--- config.mk ---
export PLATFORM = sky130hd
export DESIGN_NAME = mem_arbiter
export DESIGN_NICKNAME = d
export VERILOG_FILES = /design/src/rtl/mem_arbiter.sv
export SDC_FILE = /design/constraint.sdc
export NUM_CORES = 1
export LEC_CHECK = 0
export ABC_AREA = 1
export CORE_ASPECT_RATIO = 0.6
export CORE_MARGIN = 1
export CORE_UTILIZATION = 33
export DETAILED_ROUTE_END_ITERATION = 16
export PLACE_DENSITY = 0.76
export SYNTH_ARGS = -nofsm -noshare
export SYNTH_HDL_FRONTEND = slang
export SYNTH_SLANG_ARGS = --single-unit
--- constraint.sdc ---
create_clock -name clk -period 1.6 [get_ports clk]
set_clock_uncertainty 0.1 [all_clocks]
set_input_delay 0.24 -clock clk [delete_from_list [all_inputs] [get_ports clk]]
set_output_delay 0.24 -clock clk [all_outputs]
set_load 0.01 [all_outputs]
--- src/rtl/mem_arbiter.sv ---
// mem_arbiter: two-to-one arbiter between the instruction-fetch and data ports onto one memory port.
// Define MEM_ARB_ROUND_ROBIN_EN to alternate grants under contention instead of data-first priority.
module mem_arbiter #(
    parameter int ADDR_W = 32,
    parameter int DATA_W = 32
) (
    input  logic                clk,
    input  logic                rst,
    input  logic                inst_read,
    input  logic [ADDR_W-1:0]   inst_addr,
    output logic                inst_resp,
    output logic [DATA_W-1:0]   inst_rdata,
    input  logic                data_read,
    input  logic                data_write,
    input  logic [DATA_W/8-1:0] data_mbe,
    input  logic [ADDR_W-1:0]   data_addr,
    input  logic [DATA_W-1:0]   data_wdata,
    output logic                data_resp,
    output logic [DATA_W-1:0]   data_rdata,
    output logic                mem_read,
    output logic                mem_write,
    output logic [DATA_W/8-1:0] mem_mbe,
    output logic [ADDR_W-1:0]   mem_addr,
    output logic [DATA_W-1:0]   mem_wdata,
    input  logic                mem_resp,
    input  logic [DATA_W-1:0]   mem_rdata
);
    localparam int MBE_W = DATA_W / 8;

    typedef enum logic [1:0] {IDLE, INST, DATA} state_t;

    state_t              r_state;
    logic                r_read;
    logic                r_write;
    logic [ADDR_W-1:0]   r_addr;
    logic [MBE_W-1:0]    r_mbe;
    logic [DATA_W-1:0]   r_wdata;

    logic w_instPend;
    logic w_dataPend;
    logic w_grantData;
    logic w_instDone;
    logic w_dataDone;

    assign w_instPend = inst_read;
    assign w_dataPend = data_read | data_write;

`ifdef MEM_ARB_ROUND_ROBIN_EN
    logic r_lastData;

    // Under contention the side that did not win last time gets the grant.
    assign w_grantData = w_dataPend & (~w_instPend | ~r_lastData);

    always_ff @(posedge clk) begin
        if (rst) begin
            r_lastData <= 1'b0;
        end else if (r_state == IDLE && (w_dataPend || w_instPend)) begin
            r_lastData <= w_grantData;
        end
    end
`else
    // Data belongs to the older instruction, so it always wins to avoid pipeline deadlock.
    assign w_grantData = w_dataPend;
`endif

    always_ff @(posedge clk) begin
        if (rst) begin
            r_state <= IDLE;
            r_read  <= 1'b0;
            r_write <= 1'b0;
            r_addr  <= '0;
            r_mbe   <= '0;
            r_wdata <= '0;
        end else begin
            case (r_state)
                IDLE: begin
                    if (w_grantData) begin
                        r_state <= DATA;
                        r_addr  <= data_addr;
                        r_mbe   <= data_mbe;
                        r_wdata <= data_wdata;
                        // A simultaneous read+write is treated as a write.
                        r_write <= data_write;
                        r_read  <= ~data_write;
                    end else if (w_instPend) begin
                        r_state <= INST;
                        r_addr  <= inst_addr;
                        r_mbe   <= '1;
                        r_wdata <= '0;
                        r_write <= 1'b0;
                        r_read  <= 1'b1;
                    end
                end
                INST, DATA: begin
                    if (mem_resp) begin
                        r_state <= IDLE;
                        r_read  <= 1'b0;
                        r_write <= 1'b0;
                        r_addr  <= '0;
                        r_mbe   <= '0;
                        r_wdata <= '0;
                    end
                end
                default: r_state <= IDLE;
            endcase
        end
    end

    assign w_instDone = (r_state == INST) & mem_resp;
    assign w_dataDone = (r_state == DATA) & mem_resp;

    assign inst_resp  = w_instDone;
    assign inst_rdata = w_instDone ? mem_rdata : '0;
    assign data_resp  = w_dataDone;
    assign data_rdata = w_dataDone ? mem_rdata : '0;

    assign mem_read   = r_read;
    assign mem_write  = r_write;
    assign mem_addr   = r_addr;
    assign mem_mbe    = r_mbe;
    assign mem_wdata  = r_wdata;

endmodule

# [Word-level counts from Yosys, hierarchy flattened]
# Cells that the tools add are included.
[classes] n_bitwise=4 n_reduce_logical=5 eq_ne=4 n_mux=24
[op_table] cell="32-bit two-way mux" n=7
[op_table] cell="32-bit one-hot mux with 2 select lines" n=2
[op_table] cell="4-bit two-way mux" n=3
[op_table] cell="4-bit one-hot mux with 2 select lines" n=1
[op_table] cell="2-bit two-way mux" n=3
[op_table] cell="1-bit two-way mux" n=5
[op_table] cell="1-bit one-hot mux with 2 select lines" n=2
[op_table] cell="2-bit one-hot mux with 2 select lines" n=1
[op_table] cell="3-bit != test, second input constant" n=1
[op_table] cell="3-bit AND reduction" n=1
[op_table] cell="1-bit bitwise AND" n=2
[op_table] cell="2-bit by 1-bit equality test with 1-bit output, second input constant" n=1
[op_table] cell="2-bit equality test, second input constant" n=1
[op_table] cell="2-bit zero test" n=1
[op_table] cell="2-bit != test, second input constant" n=1
[op_table] cell="2-bit AND reduction" n=1
[op_table] cell="2-bit nonzero test" n=1
[op_table] cell="2-bit OR reduction" n=1
[op_table] cell="1-bit NOT" n=1
[op_table] cell="1-bit OR" n=1
[word_totals] out_inout_bits=136 in_bits=138 register_bits=72 wordCells=43

# [Depth between registers and ports, before layout]
[logic_depth] ltp_word=4 ltp_mapped=12 depth_no_buf=10

# [Least setup slack after synthesis]
# Ideal clock, no wire load.
[synth_path] kind="reg-to-reg" startpoint="reg r_state[0]" endpoint="reg r_wdata[10], in the netlist mem_wdata[10]" t_arrival_ns=1.485 slack_ns=-0.098 synth_period_minus_slack_ns=1.698 n_path_buf=3 setup_time_ns=0.113 stages_incl_launch_ff=13 path_cell_list="dfxtp_1 > inv_1 > ha_1 > buf_4 > inv_4 > nor2_2 > nor2_2 > nand2_2 > inv_2 > buf_6 > buf_6 > nor2_2 > nor2_1"
[synth_between] elab_chain_len=4
[synth_rtl] item="start, declared" line_no="32" source="state_t r_state;"
[synth_rtl] item="start signal, assigned" line_no="68" source="r_state <= IDLE;"
[synth_rtl] item="start signal, assigned" line_no="78" source="r_state <= DATA;"
[synth_rtl] item="start signal, assigned" line_no="86" source="r_state <= INST;"
[synth_rtl] item="2-bit by 1-bit equality test with 1-bit output / 2-bit equality test (equally long branches)" line_no="75" source="case (r_state)"
[synth_rtl] item="2-bit OR reduction" line_no="75"
[synth_rtl] item="2-bit != test (no line) / 2-bit nonzero test (equally long branches)"
[synth_rtl] item="3-bit AND reduction (no line)"
[synth_rtl] item="end signal, assigned" line_no="81" source="r_wdata <= data_wdata;"
[synth_rtl] item="end, declared" line_no="37" source="logic [DATA_W-1:0] r_wdata;"
# Parallel ways exist; a longest one is shown, timed or not.
# A chain may end at the register's enable or synchronous reset.

# [Worst setup path after layout]
[layout_path] startpoint="reg r_state[0]" endpoint="reg r_wdata[15], in the netlist mem_wdata[15]"
# The elaborated chain is that of the path after synthesis.

==> impl_metrics.tcl <==
set metrics [dict create \
    status "complete, but fails checks" \
    violations "negative setup slack" \
    setup_ws_ps -286 \
    routed_via_density 4.35 \
    crit_family "buffers and inverters" \
    drive_gt1_frac 0.270 \
    critPathBufInv 8 \
    dp.cells 1120 \
    cts_buffers 9 \
    peakVddDrop_v 0.000551 \
    cp_slowest_cell "dfxtp_2" \
    holdCritPathClass "reg2reg" \
    p_sw_w 0.00393 \
    cp_cell_sequence "inv_2, buf_6, ha_4, inv_6, buf_4, buf_6, nand2_8, clkinv_8, buf_12, buf_12, a21oi_2, nor2_1" \
    drcViolationCount 0 \
    rows 31 \
    finalCritPeriodShare 1.18 \
    grt_max_degree 38 \
    synth.distinct_cells 22 \
    final_hold_viol_count 0 \
    htreeDepth 3 \
    final_cells 1162 \
    cap_violations 0 \
    tightest_slew_ps 343 \
    syn_to_final_growth_pct 98.0 \
    worstPathArrival_ps 2010 \
    grt_use_total 0.232 \
    finalSetupViolations 138 \
    layout_common_cells "nor2_1, clkdlybuf4s50_1, nand2_1, inv_1, dfxtp_1" \
    p_per_area_nw_per_um2 1330 \
    sw_frac_of_total 0.366 \
    pwr-share-clk 0.187 \
    wirelength_um 16300 \
    ios 274 \
    yosysTopAreaCell "dfxtp_1" \
    criticalPathCategory "reg2reg" \
    final_common_cell "nor2_1" \
    rsz0062_at_grt "yes" \
    seqCellArea_sq_um 1440 \
    die_w_um 146 \
    avgSynthCellArea_sq_um 5.91 \
    post-dp-hpwl_um 10900 \
    synth-seq-cells 72 \
    core-area_sq_um 12100 \
    clkSinkCount 72 \
    vias 5060 \
    final_area_sq_um 8090 \
    fin_nets 1133 \
    drt_iter0_markers 146 \
    power_frac_seq 0.243 \
    grt_first_pass_wirelength_um 23300 \
    syn_nets 832 \
    p_leak_nw 4.30 \
    wl_per_cell_um 14.0 \
    die-area_sq_um 12800 \
    post-route-min-period_ps 1890 \
    netlist_area_sq_um 4090 \
    critPathLaunchType "flop" \
    clkLatencyLatePin_ps 320 \
    worstSetupEndpointType "flop" \
    clk_pin_slew_ps 60 \
    yosys_warnings 0 \
    cts_root_buffer "clkbuf_16" \
    cpPeakStageDelay_ps 350 \
    seq_area_frac_synth 0.353 \
    slew_viol_final 0 \
    required_ps 1720 \
    tritoncts "built" \
    overflow 0 \
    dpl_cell_area_sq_um 7170 \
    die_h_um 88.2 \
    combPwrFrac 0.569 \
    internal_power_w 0.00680 \
    initial_utilization 0.339 \
    gp_congestion 0.850 \
    multiInputGateArea_sq_um 2340 \
    cts_hold_buf 0 \
    grt_pass1_vias 4705 \
    antenna_found_initial 0 \
    drt-pass1-iter-count 7 \
    synthTopCellsByArea "dfxtp_1, nor2_1, nand2_1" \
    fillers 1049 \
    yosysTopAreaCellShare 0.353 \
    crit_fanout 5 \
    synth_cells 691 \
    io_buffers 273 \
    final_antenna_net_count 0 \
    n_antenna_cell 0 \
    cts_max_path_buffers 2 \
    slew_headroom 0.771 \
    fmax_mhz 530 \
]
stage by stage:
step	TNS (ps)	power [W]	util	hold slack [ps]	setup WS (ps)
2_1_floorplan	-626	0.00518	-	202	-20.9
3_3_place_gp	-40430	0.00719	0.594	366	-426
3_5_place_dp	-41870	0.00724	0.594	377	-446
4_1_cts	-24400	0.00994	0.629	389	-274
5_1_grt	-32640	0.0115	0.671	407	-346
6_report	-23380	0.0107	0.671	384	-286
registers in the layout, indices dropped and copies added (netlist names):
name and cells:
mem_read 1, mem_addr 32, mem_wdata 32, mem_write 1, r_state 2, mem_mbe 4
logic make-up after synthesis:
kind of cell | Yosys count | share of synthesized area
flip-flops | 72 | 0.353
adder cells (fa/ha/maj) | 3 | 0.00919
AND/OR/NAND/NOR | 441 | 0.433
buffers and inverters | 131 | 0.151
AO/OA/AOI/OAI | 44 | 0.0539
layer usage:
metal | GRT usage | routed length (um) | vias up
li1 | - | - | 2623
met1 | 0.269 | 7030 | 2242
met2 | 0.419 | 7890 | 172
met3 | 0.0651 | 1020 | 23
met4 | 0.0804 | 347 | 0
met5 | 0 | 0 | -
power by group through the flow:
stage               Combinational (W)  Sequential [W]  Clock [W]
floorplan                     0.00229         0.00288          0
global placement              0.00457         0.00262          0
detailed placement            0.00459         0.00264          0
CTS                           0.00526         0.00261    0.00206
global route                  0.00664         0.00267    0.00214
finish                        0.00611         0.00261    0.00201
tightest hold or removal path, stage by stage (launching register included):
cell and delay [ps]:
dfxtp_1 330, nor2_1 50, nor2_1 80
area by class of cell:
class | instances | share of cell area
clock inverters | 6 | 0.00835
multi-input cells | 488 | 0.290
clock buffers | 10 | 0.0283
well taps | 165 | 0.0255
repair buffers | 332 | 0.425
flip-flops and latches | 72 | 0.178
inverters | 89 | 0.0444
cell usage after synthesis (all sizes together):
cell type and number:
nand3 7, clkbuf 20, a21oi 8, inv 88
nor2 270, ha 3, clkinv 1, buf 22
dfxtp 72, nor3 1, o21ai 36, nand2 163
path summary, 6_finish.rpt:
kind                              startpoint       endpoint  slack, ps  cells past startpoint
worst max-delay path              r_state[0]  mem_wdata[15]       -290                     12
worst min-delay path            mem_addr[14]   mem_addr[14]        380                      2
worst max register to register    r_state[0]  mem_wdata[15]       -290                     12
worst min register to register  mem_addr[14]   mem_addr[14]        380                      2
timing repair:
item                       in CTS  in global routing
pin swaps                      12                 27
gates resized for setup       250                187
setup endpoints to repair     129                161
cloned                          9                  6
setup buffers                   5                  8
hold endpoints to repair        0                  0
(Power assumes the default switching activity.)
